File: src/rtl/hdmi_timing_gen_pkg.sv
// Shared 480p raster defaults, counter widths and small decode helpers for
// the HDMI timing generator and its lock monitor.
package hdmi_timing_gen_pkg;

    // Default 720x480p60 timing
    localparam int DEF_H_ACTIVE = 720;
    localparam int DEF_H_FP     = 16;
    localparam int DEF_H_SYNC   = 62;
    localparam int DEF_H_BP     = 60;
    localparam int DEF_H_TOTAL  = DEF_H_ACTIVE + DEF_H_FP + DEF_H_SYNC + DEF_H_BP;

    localparam int DEF_V_ACTIVE = 480;
    localparam int DEF_V_FP     = 9;
    localparam int DEF_V_SYNC   = 6;
    localparam int DEF_V_BP     = 30;
    localparam int DEF_V_TOTAL  = DEF_V_ACTIVE + DEF_V_FP + DEF_V_SYNC + DEF_V_BP;

    localparam int DEF_LOCK_FRAMES = 4;

    // Counter widths shared with the sync stage
    localparam int CX_W = 12;
    localparam int CY_W = 11;
    localparam int FC_W = 3;
    localparam int RC_W = 8;

    localparam int CX_MAX_TOTAL = 1 << CX_W;
    localparam int CY_MAX_TOTAL = 1 << CY_W;
    localparam int FC_MAX       = (1 << FC_W) - 1;

    // Drive the sync line to its active level inside the window, idle otherwise
    function automatic logic sync_level(input logic in_window, input logic pol);
        return in_window ? pol : ~pol;
    endfunction

endpackage

File: src/rtl/hdmi_lock_monitor.sv
// Frame-lock monitor: counts clean (natural) raster wraps, declares lock after
// LOCK_FRAMES of them, drops lock on any re-phase, and counts re-phase cycles.
module hdmi_lock_monitor
    import hdmi_timing_gen_pkg::*;
#(
    parameter int LOCK_FRAMES = DEF_LOCK_FRAMES
) (
    input  logic            clk_i,
    input  logic            reset_i,
    input  logic            natural_wrap_i,
    input  logic            video_reset_i,
    output logic            locked_o,
    output logic [RC_W-1:0] resync_count_o
);

    typedef enum logic {
        LS_HUNTING = 1'b0,
        LS_LOCKED  = 1'b1
    } lock_state_e;

    localparam logic [FC_W-1:0] FC_TARGET = FC_W'(LOCK_FRAMES);
    localparam logic [RC_W-1:0] RC_SAT    = {RC_W{1'b1}};

    lock_state_e     state_q, state_d;
    logic [FC_W-1:0] fc_q, fc_d;
    logic [RC_W-1:0] rc_q, rc_d;

    // State, frame counter and resync counter registers
    always_ff @(posedge clk_i) begin
        if (reset_i) begin
            state_q <= LS_HUNTING;
            fc_q    <= '0;
            rc_q    <= '0;
        end else begin
            state_q <= state_d;
            fc_q    <= fc_d;
            rc_q    <= rc_d;
        end
    end

    // Next state: a re-phase always wins over a wrap in the same cycle, so a
    // video_reset that lands on the wrap point is never counted as clean.
    always_comb begin
        state_d = state_q;
        fc_d    = fc_q;
        rc_d    = rc_q;
        if (video_reset_i) begin
            state_d = LS_HUNTING;
            fc_d    = '0;
            if (rc_q != RC_SAT) begin
                rc_d = rc_q + 1'b1;
            end
        end else begin
            case (state_q)
                LS_HUNTING: begin
                    if (natural_wrap_i) begin
                        fc_d = fc_q + 1'b1;
                        if (fc_d == FC_TARGET) begin
                            state_d = LS_LOCKED;
                        end
                    end
                end
                LS_LOCKED: begin
                    state_d = LS_LOCKED;
                end
                default: begin
                    state_d = LS_HUNTING;
                    fc_d    = '0;
                end
            endcase
        end
    end

    assign locked_o       = (state_q == LS_LOCKED);
    assign resync_count_o = rc_q;

endmodule

File: src/rtl/hdmi_timing_gen.sv
// Free-running HDMI raster generator. Produces column/line coordinates plus
// registered de/hsync/vsync/frame_start decoded from the next coordinates, so
// every output describes the same pixel as hdmi_cx_o/hdmi_cy_o.
module hdmi_timing_gen
    import hdmi_timing_gen_pkg::*;
#(
    parameter int   H_ACTIVE    = DEF_H_ACTIVE,
    parameter int   H_FP        = DEF_H_FP,
    parameter int   H_SYNC      = DEF_H_SYNC,
    parameter int   H_BP        = DEF_H_BP,
    parameter int   V_ACTIVE    = DEF_V_ACTIVE,
    parameter int   V_FP        = DEF_V_FP,
    parameter int   V_SYNC      = DEF_V_SYNC,
    parameter int   V_BP        = DEF_V_BP,
    parameter logic H_SYNC_POL  = 1'b0,
    parameter logic V_SYNC_POL  = 1'b0,
    parameter int   LOCK_FRAMES = DEF_LOCK_FRAMES
) (
    input  logic            clk_i,
    input  logic            reset_i,
    input  logic            video_reset_i,
    output logic [CX_W-1:0] hdmi_cx_o,
    output logic [CY_W-1:0] hdmi_cy_o,
    output logic            de_o,
    output logic            hsync_o,
    output logic            vsync_o,
    output logic            frame_start_o,
    output logic            locked_o,
    output logic [RC_W-1:0] resync_count_o
);

    localparam int H_TOTAL = H_ACTIVE + H_FP + H_SYNC + H_BP;
    localparam int V_TOTAL = V_ACTIVE + V_FP + V_SYNC + V_BP;

    if (H_TOTAL > CX_MAX_TOTAL) begin : g_h_total_too_big
        $error("hdmi_timing_gen: H_TOTAL exceeds 12-bit column counter");
    end
    if (V_TOTAL > CY_MAX_TOTAL) begin : g_v_total_too_big
        $error("hdmi_timing_gen: V_TOTAL exceeds 11-bit line counter");
    end
    if (LOCK_FRAMES < 1 || LOCK_FRAMES > FC_MAX) begin : g_lock_frames_bad
        $error("hdmi_timing_gen: LOCK_FRAMES must be 1..7");
    end

    // Inclusive bounds keep every constant within the counter width even
    // when a total sits exactly at the 4096/2048 limit.
    localparam logic [CX_W-1:0] H_LAST     = CX_W'(H_TOTAL - 1);
    localparam logic [CX_W-1:0] H_ACT_LAST = CX_W'(H_ACTIVE - 1);
    localparam logic [CX_W-1:0] HS_FIRST   = CX_W'(H_ACTIVE + H_FP);
    localparam logic [CX_W-1:0] HS_LAST    = CX_W'(H_ACTIVE + H_FP + H_SYNC - 1);
    localparam logic [CY_W-1:0] V_LAST     = CY_W'(V_TOTAL - 1);
    localparam logic [CY_W-1:0] V_ACT_LAST = CY_W'(V_ACTIVE - 1);
    localparam logic [CY_W-1:0] VS_FIRST   = CY_W'(V_ACTIVE + V_FP);
    localparam logic [CY_W-1:0] VS_LAST    = CY_W'(V_ACTIVE + V_FP + V_SYNC - 1);

    logic [CX_W-1:0] cx_q, cx_d;
    logic [CY_W-1:0] cy_q, cy_d;
    logic            de_q, de_d;
    logic            hs_q, hs_d;
    logic            vs_q, vs_d;
    logic            fs_q, fs_d;
    logic            line_end;
    logic            natural_wrap;

    // Next coordinates and the decode of those coordinates
    always_comb begin
        line_end     = (cx_q == H_LAST);
        natural_wrap = line_end && (cy_q == V_LAST);
        cx_d         = cx_q + 1'b1;
        cy_d         = cy_q;
        if (video_reset_i) begin
            cx_d = '0;
            cy_d = '0;
        end else if (line_end) begin
            cx_d = '0;
            cy_d = natural_wrap ? '0 : cy_q + 1'b1;
        end
        de_d = (cx_d <= H_ACT_LAST) && (cy_d <= V_ACT_LAST);
        hs_d = sync_level((cx_d >= HS_FIRST) && (cx_d <= HS_LAST), H_SYNC_POL);
        vs_d = sync_level((cy_d >= VS_FIRST) && (cy_d <= VS_LAST), V_SYNC_POL);
        fs_d = (cx_d == '0) && (cy_d == '0);
    end

    // Raster and decoded-output registers
    always_ff @(posedge clk_i) begin
        if (reset_i) begin
            cx_q <= '0;
            cy_q <= '0;
            de_q <= 1'b0;
            hs_q <= ~H_SYNC_POL;
            vs_q <= ~V_SYNC_POL;
            fs_q <= 1'b0;
        end else begin
            cx_q <= cx_d;
            cy_q <= cy_d;
            de_q <= de_d;
            hs_q <= hs_d;
            vs_q <= vs_d;
            fs_q <= fs_d;
        end
    end

    hdmi_lock_monitor #(
        .LOCK_FRAMES(LOCK_FRAMES)
    ) u_lock_monitor (
        .clk_i          (clk_i),
        .reset_i        (reset_i),
        .natural_wrap_i (natural_wrap),
        .video_reset_i  (video_reset_i),
        .locked_o       (locked_o),
        .resync_count_o (resync_count_o)
    );

    assign hdmi_cx_o     = cx_q;
    assign hdmi_cy_o     = cy_q;
    assign de_o          = de_q;
    assign hsync_o       = hs_q;
    assign vsync_o       = vs_q;
    assign frame_start_o = fs_q;

endmodule
File: config.mk
export PLATFORM = sky130hd
export DESIGN_NAME = hdmi_timing_gen
export DESIGN_NICKNAME = d
export VERILOG_FILES = /design/src/rtl/hdmi_timing_gen_pkg.sv /design/src/rtl/hdmi_lock_monitor.sv /design/src/rtl/hdmi_timing_gen.sv
export SDC_FILE = /design/constraint.sdc
export NUM_CORES = 1
export LEC_CHECK = 0
export CAP_MARGIN = 15
export CORE_UTILIZATION = 40
export CTS_CLUSTER_SIZE = 16
export DETAILED_ROUTE_END_ITERATION = 6
export GPL_TIMING_DRIVEN = 1
export SLEW_MARGIN = 10
export SYNTH_ARGS = -nofsm -noshare
export SYNTH_HDL_FRONTEND = slang
export SYNTH_HIERARCHICAL = 1
export SYNTH_SLANG_ARGS = --single-unit
File: constraint.sdc
create_clock -name clk_i -period 2.7 [get_ports clk_i]
set_input_delay 0.405 -clock clk_i [delete_from_list [all_inputs] [get_ports clk_i]]
set_output_delay 0.405 -clock clk_i [all_outputs]
set_load 0.02 [all_outputs]
* Word-level counts from Yosys, hierarchy flattened
Cells that the tools add are included.
** Storage, ports and cells
- Register bits :: 39
- Logic and storage cells :: 44
** Operators by class
- $add $sub $neg :: 4
- Order comparisons :: 6
- Eq/ne operators :: 4
- Muxes and demuxes :: 10
- Bitwise gates (word level) :: 1
- Reduce and logical (&&, ||, !) cells :: 10
** Operator list (count)
- 2-to-1 mux 11 bit :: 3
- less-or-equal comparator 12 x 10 -> 1 bit (second input constant) :: 2
- 2-to-1 mux 12 bit :: 2
- less-or-equal comparator 11 x 9 -> 1 bit (second input constant) :: 2
- adder 12 x 1 -> 12 bit (second input constant) :: 1
- equality test 12 x 10 -> 1 bit (second input constant) :: 1
- greater-or-equal comparator 12 x 10 -> 1 bit (second input constant) :: 1
- logical NOT 12 bit :: 1
- adder 11 x 1 -> 11 bit (second input constant) :: 1
- equality test 11 x 10 -> 1 bit (second input constant) :: 1
- greater-or-equal comparator 11 x 9 -> 1 bit (second input constant) :: 1
- logical NOT 11 bit :: 1
- adder 8 x 1 -> 8 bit (second input constant) :: 1
- inequality test 8 bit (second input constant) :: 1
- logical AND 1 bit :: 5
- 2-to-1 mux 1 bit :: 4
- AND reduction 2 bit :: 2
- adder 3 x 1 -> 3 bit (second input constant) :: 1
- equality test 3 bit (second input constant) :: 1
- case mux 1 bit (2 select lines) :: 1
- OR reduction 2 bit :: 1
- inverter 1 bit :: 1

* Logic depth before layout (Yosys ltp)
- Depth in word-level cells :: 8
- Gate-level depth with buffers :: 9
- Depth with buffers taken out :: 8

* By module
The synthesis kept the hierarchy.
** By module, submodules not included
- hdmi_timing_gen :: times used 1, cells an instance 203, area an instance 1737.9 sq um
- hdmi_lock_monitor :: times used 1, cells an instance 65, area an instance 659.4 sq um

* Worst setup path before layout
OpenSTA, ideal clock, no wires.
- Path kind :: flip-flop to flip-flop
- From :: register cx_q[1] (netlist: hdmi_cx_o[1])
- To :: register de_q (netlist: de_o)
- Data arrival time :: 2.035 ns
- Required time :: 2.553 ns
- Setup slack :: 0.518 ns
- Stages on the path, launching flop included :: 9
- Buffers on the path :: 1
- Path through :: dfxtp_1 ha_1 clkbuf_1 nand4b_1 o41ai_1 a31oi_1 a221o_1 a2111oi_0 a2111oi_0
** Between the ends
- Cells in the longest elaborated chain, start to end :: 7
** RTL lines
- start, declared :: line hdmi_timing_gen.sv:56 : logic [CX_W-1:0] cx_q, cx_d;
- start signal, assigned :: line hdmi_timing_gen.sv:87 : cx_q <= '0;
- start signal, assigned :: line hdmi_timing_gen.sv:94 : cx_q <= cx_d;
- branches (longest 6 deep; another with adder 12 x 1 -> 12 bit)
- logical AND 1 bit (*) :: line hdmi_timing_gen.sv:78 : de_d = (cx_d <= H_ACT_LAST) && (cy_d <= V_ACT_LAST);
- end signal, assigned :: line hdmi_timing_gen.sv:89 : de_q <= 1'b0;
- end signal, assigned :: line hdmi_timing_gen.sv:96 : de_q <= de_d;
- end, declared :: line hdmi_timing_gen.sv:58 : logic de_q, de_d;
Mark *: on every way between the ends.
A chain may end at the register's enable or synchronous reset.

* Worst setup path in the final report
- From :: register cx_q[0] (netlist: hdmi_cx_o[0])
- To :: register de_q (netlist: de_o)
The elaborated chain is that of the path after synthesis.

==> out/metrics.csv <==
metric,value,unit
vdd.ir_drop.worst,255,µV
cts-root-buf,clkbuf_8,
cts_setup_buffers,0,
clk_latency,0.30,ns
worst_slew_pin_slew,0.484,ns
max_freq,418,MHz
drt_iter0_markers,82,
cts_tree,built,
p_int,0.792,mW
antenna_found_initial,0,
yosysWarnings,6,
outcome,finished clean,
avgSynthCellArea,8.95,µm²
power.density,359,nW/µm²
setup_viol,0,
num-nets-final,316,
syn_area,2400,µm²
h-tree-depth,2,
p_comb_share,6.3,%
slew_violations,0,
cts_buffer_depth,2,
finalCoreUtilization,51.9,%
syn_to_final_growth,22.1,%
io-pin-count,39,
multi_input_area,1500,µm²
seq_area,781,µm²
reg2reg_depth,7,
place_area,2840,µm²
ys_ff_latch,39,
ys_types,64,
fillers,548,
post_drt_wl_per_cell,14.7,µm
maxSlewHeadroom,67.7,%
timing.final.crit_period,2.39,ns
routabilityCongestion,0.883,
min_delay_path_depth,2,
finalHoldViolations,0,
hpwl,4090,µm
cp.required,2.88,ns
skew,0.00783,ns
dp_slack,0.343,ns
hp-class,register to register,
vias,2042,
crit_type,register to register,
port-buffer-count,38,
antenna_cells,0,
fin_setup_tns,0,ns
clk_pin_slew,0.08,ns
clock_sinks,39,
syn_nets,278,
worst_slack,0.310,ns
cp_max_fo,12,
first_global_vias,1906,
drc,0,
drt.antenna.violating_nets,0,
grt-ovfl-total,0,
die_area,6310,µm²
die_w,79.4,µm
seqPwrFrac,56.0,%
clockPowerShare,37.7,%
start_util,42.5,%
startpoint_type,register,
cellLeakagePower,1.03,nW
rows,27,
synth_edf_count,0,
async_flop_share,0,%
wirelength,5550,µm
cts_hold_buf,0,
routed_via_density,5.39,
grt_start_max_net_pins,19,
placed_cells,371,
timing.final.crit_share,88.5,%
swShare,24.7,%
drive_above_1_share,12.4,%
stdcell_count,379,
grt_pass1_wl,9430,µm
core_area,5640,µm²
first_pass_iters,4,
syn_inst,268,
cts_resized,0,
crit_path_end_kind,register,
rsz0062_at_grt,false,
synthFlopType,dfxtp_1,
cts_made_buffers,5,
ys_seq_area_share,32.6,%
fp.dieH,79.4,µm
max_cap_viol_count,0,
p_sw,0.259,mW
cp.arrival,2.57,ns
postLayoutCellArea,2930,µm²
track_usage,19.3,%
==> cell type report <==
class                           count  share of cell area (%)
Inverter                            6                   0.769
Sequential cell                    39                    26.7
Clock buffer                        6                    2.48
Tap cell                           72                    3.08
Multi-Input combinational cell    207                    51.3
Clock inverter                      2                   0.427
Timing Repair Buffer               47                    15.3
==> power groups by stage <==
stage                     combinational (mW)  sequential [mW]  clock, mW
final                                 0.0663            0.589      0.396
after global routing                  0.0733            0.590      0.437
after CTS                             0.0670            0.589      0.409
after detailed placement              0.0668            0.602          0
after global placement                0.0664            0.602          0
after floorplan                       0.0327            0.608          0
==> sequential cells by signal, summed over array words and instances, names as in the netlist <==
name	cells
vsync_o	1
u_lock_monitor/locked_o	1
hdmi_cy_o	11
de_o	1
frame_start_o	1
u_lock_monitor/fc_q	3
hdmi_cx_o	12
u_lock_monitor/resync_count_o	8
hsync_o	1
==> synth_stat cells (3+ instances only) <==
| master | count | area, µm² |
|---|---|---|
| and2_1 | 3 | 18.8 |
| nand2_1 | 14 | 52.6 |
| xnor2_1 | 13 | 114 |
| nand4_1 | 9 | 56.3 |
| nor2_1 | 30 | 113 |
| a31oi_1 | 4 | 25.0 |
| dfxtp_1 | 39 | 781 |
| a21oi_1 | 11 | 55.1 |
| and3_1 | 6 | 37.5 |
| nand3_1 | 8 | 40.0 |
| a2111oi_0 | 3 | 26.3 |
| nor3b_1 | 4 | 30.0 |
| nor4_2 | 3 | 37.5 |
| mux2_4 | 4 | 60.1 |
| inv_1 | 5 | 18.8 |
| ha_1 | 7 | 87.6 |
| xor2_1 | 15 | 131 |
| buf_2 | 8 | 40.0 |
| and4_1 | 5 | 43.8 |
| nor3_1 | 8 | 40.0 |
| clkbuf_1 | 4 | 15.0 |
| nor2b_1 | 7 | 43.8 |
| nand2b_1 | 5 | 31.3 |
==> cells in the final DEF (no fill, tap or decap), types with 6 or more instances in the layout <==
cell type | Yosys | final
dfxtp_1 | 39 | 39
clkdlybuf4s50_1 | 0 | 38
nor2_1 | 30 | 30
xor2_1 | 15 | 15
nand2_1 | 14 | 14
xnor2_1 | 13 | 13
a21oi_1 | 11 | 11
nand4_1 | 9 | 9
buf_4 | 2 | 9
nand3_1 | 8 | 8
nor3_1 | 8 | 8
nor2b_1 | 7 | 7
ha_1 | 7 | 7
and3_1 | 6 | 6
==> routing by layer <==
layer,share of wire (%),global-route usage [%],vias up
li1,-,-,1051
met1,49,25.6,945
met2,47,31.0,36
met3,2.7,3.43,10
met4,1.7,7.27,0
met5,0,0,-
==> stage by stage <==
step	total power, mW	hold slack (ns)
after floorplan	0.640	0.477
after global placement	0.669	0.492
after detailed placement	0.669	0.499
after CTS	1.07	0.511
after global routing	1.10	0.525
final	1.05	0.509
==> worst max-delay path, stage by stage, from the launching register on <==
cell and delay (ns):
dfxtp_1 0.55, ha_1 0.44, a21oi_1 0.12, o311a_1 0.33, a31oi_1 0.20, a221o_1 0.16, a2111oi_0 0.10, a2111oi_0 0.38
==> cell families (layout without fill, tap and decap cells) <==
family                   after synthesis  count (layout)  synth area share [%]
XOR/XNOR                              28              28                  10.2
multiplexers                           6               6                  3.34
flip-flops                            39              39                  32.6
adder cells (fa/ha/maj)                7               7                  3.65
AND/OR/NAND/NOR                      124             124                  32.1
buffers and inverters                 22              61                  4.80
AO/OA/AOI/OAI                         42              42                  13.3
==> worst paths after layout <==
path	slack [ns]	end	start
worst min-delay path	0.51	u_lock_monitor/fc_q[2]$_SDFFE_PP0P_	u_lock_monitor/fc_q[2]$_SDFFE_PP0P_
worst max register to register	0.31	de_o$_SDFF_PP0_	hdmi_cx_o[0]$_SDFF_PP0_
worst min register to register	0.51	u_lock_monitor/fc_q[2]$_SDFFE_PP0P_	u_lock_monitor/fc_q[2]$_SDFFE_PP0P_
worst max-delay path	0.31	de_o$_SDFF_PP0_	hdmi_cx_o[0]$_SDFF_PP0_
(Power assumes the default switching activity.)
==> edit 1: new RTL, same flow settings <==
The package constant `FC_W` goes from 3 to 4.
--- a/src/rtl/hdmi_timing_gen_pkg.sv
+++ b/src/rtl/hdmi_timing_gen_pkg.sv
@@ -22,3 +22,3 @@
     localparam int CY_W = 11;
-    localparam int FC_W = 3;
+    localparam int FC_W = 4;
     localparam int RC_W = 8;
Check against the original RTL: no difference found for any inputs over 10 cycles, from zero or initial values and one cycle with reset_i high; that may be too few to reach the edited logic, so the function may still have changed.
==> edit 1 against the unedited design <==
Area after synthesis rose by 1.1%. Setup slack worse by 0.093 ns. Sequential cell count up 1. Clock power up 7.8%. Total power is 4.3% higher. Routed wire length increased by 3.2%. Non-clock buffer count stayed put. Design area grew 2.1%. Critical path type unchanged.
==> edit 1: results (changes against the unedited design) <==
The average footprint of a synthesized cell works out to 8.72 µm² (-2.5%). The sequential area share after synthesis was 33.0% (+0.46 points); the count of placed standard cells including taps was 383 (+3.2%). The share of final-layout standard cells stronger than drive strength 1 works out to 9.72% (-2.7 points). The logs give 0.217 ns (-0.0931 ns) for the final worst setup slack and 0.300 ns (-0.0433 ns) for the worst-case setup slack after placement. Number of synthesis warnings: 6 (unchanged). The final net count is 328 (+3.8%). The commonest cells after synthesis are dfxtp_1 (40), nor2_1 (29), xor2_1 (16). Net count after synthesis: 288 (+3.6%).

The post-synthesis adder-cell area fraction is 3.61% (-0.041 points). First-pass GRT wire length: 9360 µm (-0.73%). The placed wire-length estimate is 4240 µm (+3.6%), and the fraction of the mapped netlist area in compound gates is 14.0% (+0.67 points). The run finished with clean final reports. The post-detailed-route wirelength per cell came out at 14.7 µm (about the same). The post-detailed-routing wire length is 5730 µm (+3.2%), and the worst hold slack is 0.516 ns (+0.00670 ns). The critical path data arrival time came out at 2.64 ns (+0.07 ns).

The number of global-route vias before repair is 1,899 (-0.37%), and the leakage component of the power is 1.02 nW (-0.99%). Area of placed instances: 2890 µm² (+1.8%). Worst-case hold path end point: u_lock_monitor/fc_q[3]. The multiplexer share of the synthesized area was 1.03% (-2.3 points); the count of different cell masters after synthesis was 59 (-7.8%).

The first-iteration detailed-routing DRC count came out at 85 (+3.7%). The average vias per placed instance was 5.51 (+2.2%); the clock tree skew after final layout was 0.00895 ns (+0.00112 ns). The logs give 209 µV (-18%) for the maximum ir drop on the vdd rail and 13 (-6) for the pin count of the biggest net entering global routing.

By area the synthesized netlist is led by dfxtp_1 (33%), xor2_1 (5.8%), xnor2_1 (4.7%). The tools report the normalized max-slew margin as 62.6% (-5.1 points). The run gives 18.9% (-0.34 points) as the overall routing resource usage.
==> edit 1: area by class of cell <==
class                      instances  area, µm²  share of cell area, %
tap                               72       90.1                   3.02
sequential                        40        801                   26.8
clock inverter                     1       7.51                  0.251
timing repair buffer              47        448                   15.0
multi-input combinational        217       1530                   51.2
clock buffer                       7       86.3                   2.89
inverter                           7       26.3                  0.879
==> edit 1: worst max-delay path by stage <==
stage	start	endpoint	cells past startpoint
6_report	hdmi_cx_o[0]	de_o	8
5_1_grt	hdmi_cx_o[0]	de_o	8
4_1_cts	hdmi_cx_o[0]	de_o	7
3_5_place_dp	hdmi_cx_o[0]	de_o	8
3_3_place_gp	hdmi_cx_o[0]	de_o	7
2_1_floorplan	hdmi_cx_o[1]	de_o	8
==> edit 1: what timing repair did <==
action	CTS	global route
setup buffers	0	0
hold buffers	0	0
resized for setup	0	1
endpoints found under the setup margin	0	1
==> edit 1: per-layer routing <==
| metal | vias up | part of all wire [%] | global-route usage (%) |
|---|---|---|---|
| met4 | 0 | 1.4 | 6.43 |
| li1 | 1104 | - | - |
| met3 | 10 | 3.9 | 4.23 |
| met5 | - | 0 | 0 |
| met1 | 990 | 48 | 25.1 |
| met2 | 49 | 46 | 30.1 |
==> edit 1: power by group <==
part | leakage [nW] | switching (mW) | internal [mW]
clock | 0.0445 | 0.219 | 0.208
sequential | 0.324 | 0.00826 | 0.596
combinational | 0.655 | 0.0358 | 0.0303
total | 1.02 | 0.263 | 0.834
==> edit 1: cells by family after synthesis <==
group / count (synthesis)
AND/OR/NAND/NOR: 131
AO/OA/AOI/OAI: 48
flip-flops: 40
XOR/XNOR: 29
buffers and inverters: 21
adder cells (fa/ha/maj): 7
multiplexers: 2
==> edit 1: critical path: stages, from the launching register on <==
cell	delay [ns]
dfxtp_1	0.41
buf_4	0.19
ha_1	0.38
nand4b_1	0.15
o41ai_1	0.08
a31oi_1	0.17
a221o_1	0.30
a2111oi_0	0.53
a2111oi_1	0.13
==> edit 2: new RTL, same settings <==
Made on the original files. Take the reset off `cx_q` and load it in a clocked block of its own.
--- a/src/rtl/hdmi_timing_gen.sv
+++ b/src/rtl/hdmi_timing_gen.sv
@@ -86,3 +86,2 @@
         if (reset_i) begin
-            cx_q <= '0;
             cy_q <= '0;
@@ -93,3 +92,2 @@
         end else begin
-            cx_q <= cx_d;
             cy_q <= cy_d;
@@ -100,2 +98,6 @@
         end
+    end
+
+    always_ff @(posedge clk_i) begin
+        cx_q <= cx_d;
     end
Formal check against the unedited RTL: not equivalent (Yosys sat finds a counterexample within 4 cycles, from zero or initial values and one cycle with reset_i high).
==> edit 2 against the unedited design <==
Global-route usage grew 0.68 points. Setup slack lost 0.095 ns. Non-clock buffer count grew 9. Utilization grew 2.1 points. Routed wire length grew 6.8%. Cell count grew 5.8%. Hold slack lost 0.0019 ns. Largest power group unchanged. Total power grew 20%. Critical path depth shrank 1. Die area shrank 1.0%. Area after synthesis shrank 1.0%. Sequential cell count is the same. Design area grew 3.4%.
==> edit 2: results (changes against the unedited design) <==
The flip-flop count of the largest register, all copies and words added was 12 (unchanged); the fraction of power spent switching nets was 21.5% (-3.2 points). The run finished with clean final reports. Average footprint of a synthesized cell: 8.35 µm² (-6.6%). The initial antenna violation count was 0 (unchanged). The number of global-route vias before repair was 1,955 (+2.6%); the fraction of the mapped netlist area in compound gates was 12.1% (-1.2 points).

The share of synthesized registers carrying an async set or reset works out to 0% (unchanged). Multiplexer share of the synthesized area: 5.59% (+2.3 points). The worst register-to-register path ends at frame_start_o. The tools report the maximum ir drop on the vdd rail as 268 µV (+5.0%). For the number of optimization iterations in the first detailed-route pass, the log shows 5 (+1). The share of final-layout standard cells stronger than drive strength 1 was 15.2% (+2.8 points). The xor/xnor cell area share of the yosys netlist was 8.86% (-1.4 points); the number of enable flip-flop cells after synthesis was 0 (unchanged). The residual antenna-violating net count after detailed routing came out at 0 (unchanged). The final net count is 338 (+7.0%), and the overall routing resource usage is 20.0% (+0.68 points).

The largest stage delay on the critical path works out to 0.51 ns (-0.04 ns). The classification of the worst setup path was reg2reg. The run gives 1.04 nW (+1.1%) as the leakage component of the power. On the critical path, the stage with the largest delay is an instance of or4b_1.

The run gives 2880 µm² (+1.5%) as the area of placed instances. The clock tree skew after final layout came out at 0.0116 ns (+0.00380 ns). The clock-pin transition on the worst setup and hold timing paths came out at 0.08 ns (about the same).

The weighted congestion at the end of routability-driven global placement came out at 0.824 (-6.7%). The first-iteration detailed-routing DRC count is 105 (+28%). The logs give 9760 µm (+3.5%) for the first-pass GRT wire length and 2 (unchanged) for the maximum count of clock buffers along a single path. The count of placed standard cells including taps came out at 393 (+5.9%). The count of different cell masters after synthesis came out at 59 (-7.8%). The number of synthesis warnings is 6 (unchanged), and the post-detailed-route wirelength per cell is 14.8 µm (+0.91%).

The tools report the pin count of the biggest net entering global routing as 16 (-3). The later-pin clock latency in the skew report was 0.30 ns (about the same). Sorting the synthesized cells by how often they occur yields nor2_1 (40), dfxtp_1 (39), nand2_1 (20).

The layout filler cell count was 547 (-0.18%); the H-tree depth was 2 (unchanged). The via total after detailed routing is 2,190 (+7.2%), and the share of the clock period used by the worst path is 92.0% (+3.5 points). By area the synthesized netlist is led by dfxtp_1 (33%), nor2_1 (6.3%), xnor2_1 (4.8%). The placed wire-length estimate is 4330 µm (+5.8%). The normalized max-slew margin was 64.8% (-2.8 points); the sequential area share after synthesis was 32.9% (+0.34 points).

The kind of cell with the highest combined delay on the critical path was simple AND/OR/NAND/NOR gates. The tree is rooted in a clkbuf_8. Start point of the critical path: hdmi_cx_o[2]. The worst-case setup slack after placement was 0.165 ns (-0.178 ns).

The worst hold path belongs to the class reg2reg. The final cell count without fillers is 401 (+5.8%). The net count after synthesis is 294 (+5.8%). The biggest fanout along the worst timing path is 8 (-4), and the critical path data arrival time is 2.69 ns (+0.12 ns). The count of cells along the worst register-to-register path is 6 (-1), and the post-synthesis adder-cell area fraction is 3.69% (+0.039 points). The clock buffer count from CTS is 5 (unchanged). The antenna diode count came out at 0 (unchanged).
edit 2: layer usage:
metal | vias up | part of all wire (%) | GRT usage, %
li1 | 1105 | - | -
met1 | 1012 | 49 | 29.2
met2 | 67 | 44 | 29.3
met3 | 6 | 5.6 | 3.45
met4 | 0 | 1.2 | 6.55
met5 | - | 0 | 0
edit 2: logic make-up after synthesis:
logic type,after synthesis
fa+ha+maj,7
mux,11
compound gates,39
simple gates,140
xor+xnor,24
flops,39
buf+inv,24
edit 2: final cells by class:
cell class,count,area [µm²],area share [%]
clock buffer,6,72.6,2.40
clock inverter,2,60.1,1.98
inverter,5,18.8,0.620
multi-input combinational,221,1490,49.1
sequential,39,783,25.9
tap,72,90.1,2.98
timing repair buffer,56,515,17.0
edit 2: worst min-delay path, delay by kind of cell, from the launching register on:
kind,cells,cell delay [ns]
flip-flops,1,0.31
AND/OR/NAND/NOR,1,0.09
AO/OA/AOI/OAI,1,0.06
edit 2: worst min path at each step:
| stage | slack [ns] | startpoint | cells past startpoint | end |
|---|---|---|---|---|
| after floorplan | 0.48 | u_lock_monitor/fc_q[2] | 2 | u_lock_monitor/fc_q[2] |
| after global placement | 0.49 | u_lock_monitor/fc_q[2] | 2 | u_lock_monitor/fc_q[2] |
| after detailed placement | 0.50 | u_lock_monitor/fc_q[2] | 2 | u_lock_monitor/fc_q[2] |
| after CTS | 0.51 | u_lock_monitor/fc_q[2] | 2 | u_lock_monitor/fc_q[2] |
| after global routing | 0.54 | u_lock_monitor/resync_count_o[1] | 2 | u_lock_monitor/resync_count_o[1] |
| final | 0.51 | u_lock_monitor/fc_q[2] | 2 | u_lock_monitor/fc_q[2] |
edit 2: power groups by stage:
stage               clock network, mW  registers (mW)  logic [mW]
finish                          0.582           0.595      0.0880
global route                    0.621           0.597      0.0969
CTS                             0.594           0.595      0.0887
detailed placement                  0           0.609      0.0881
global placement                    0           0.608      0.0881
floorplan                           0           0.616      0.0431
edit 2: what timing repair did:
action,in CTS,in global routing
endpoints found under the setup margin,0,1
gates resized for setup,0,2
setup buffers,0,0
hold buffers,0,0
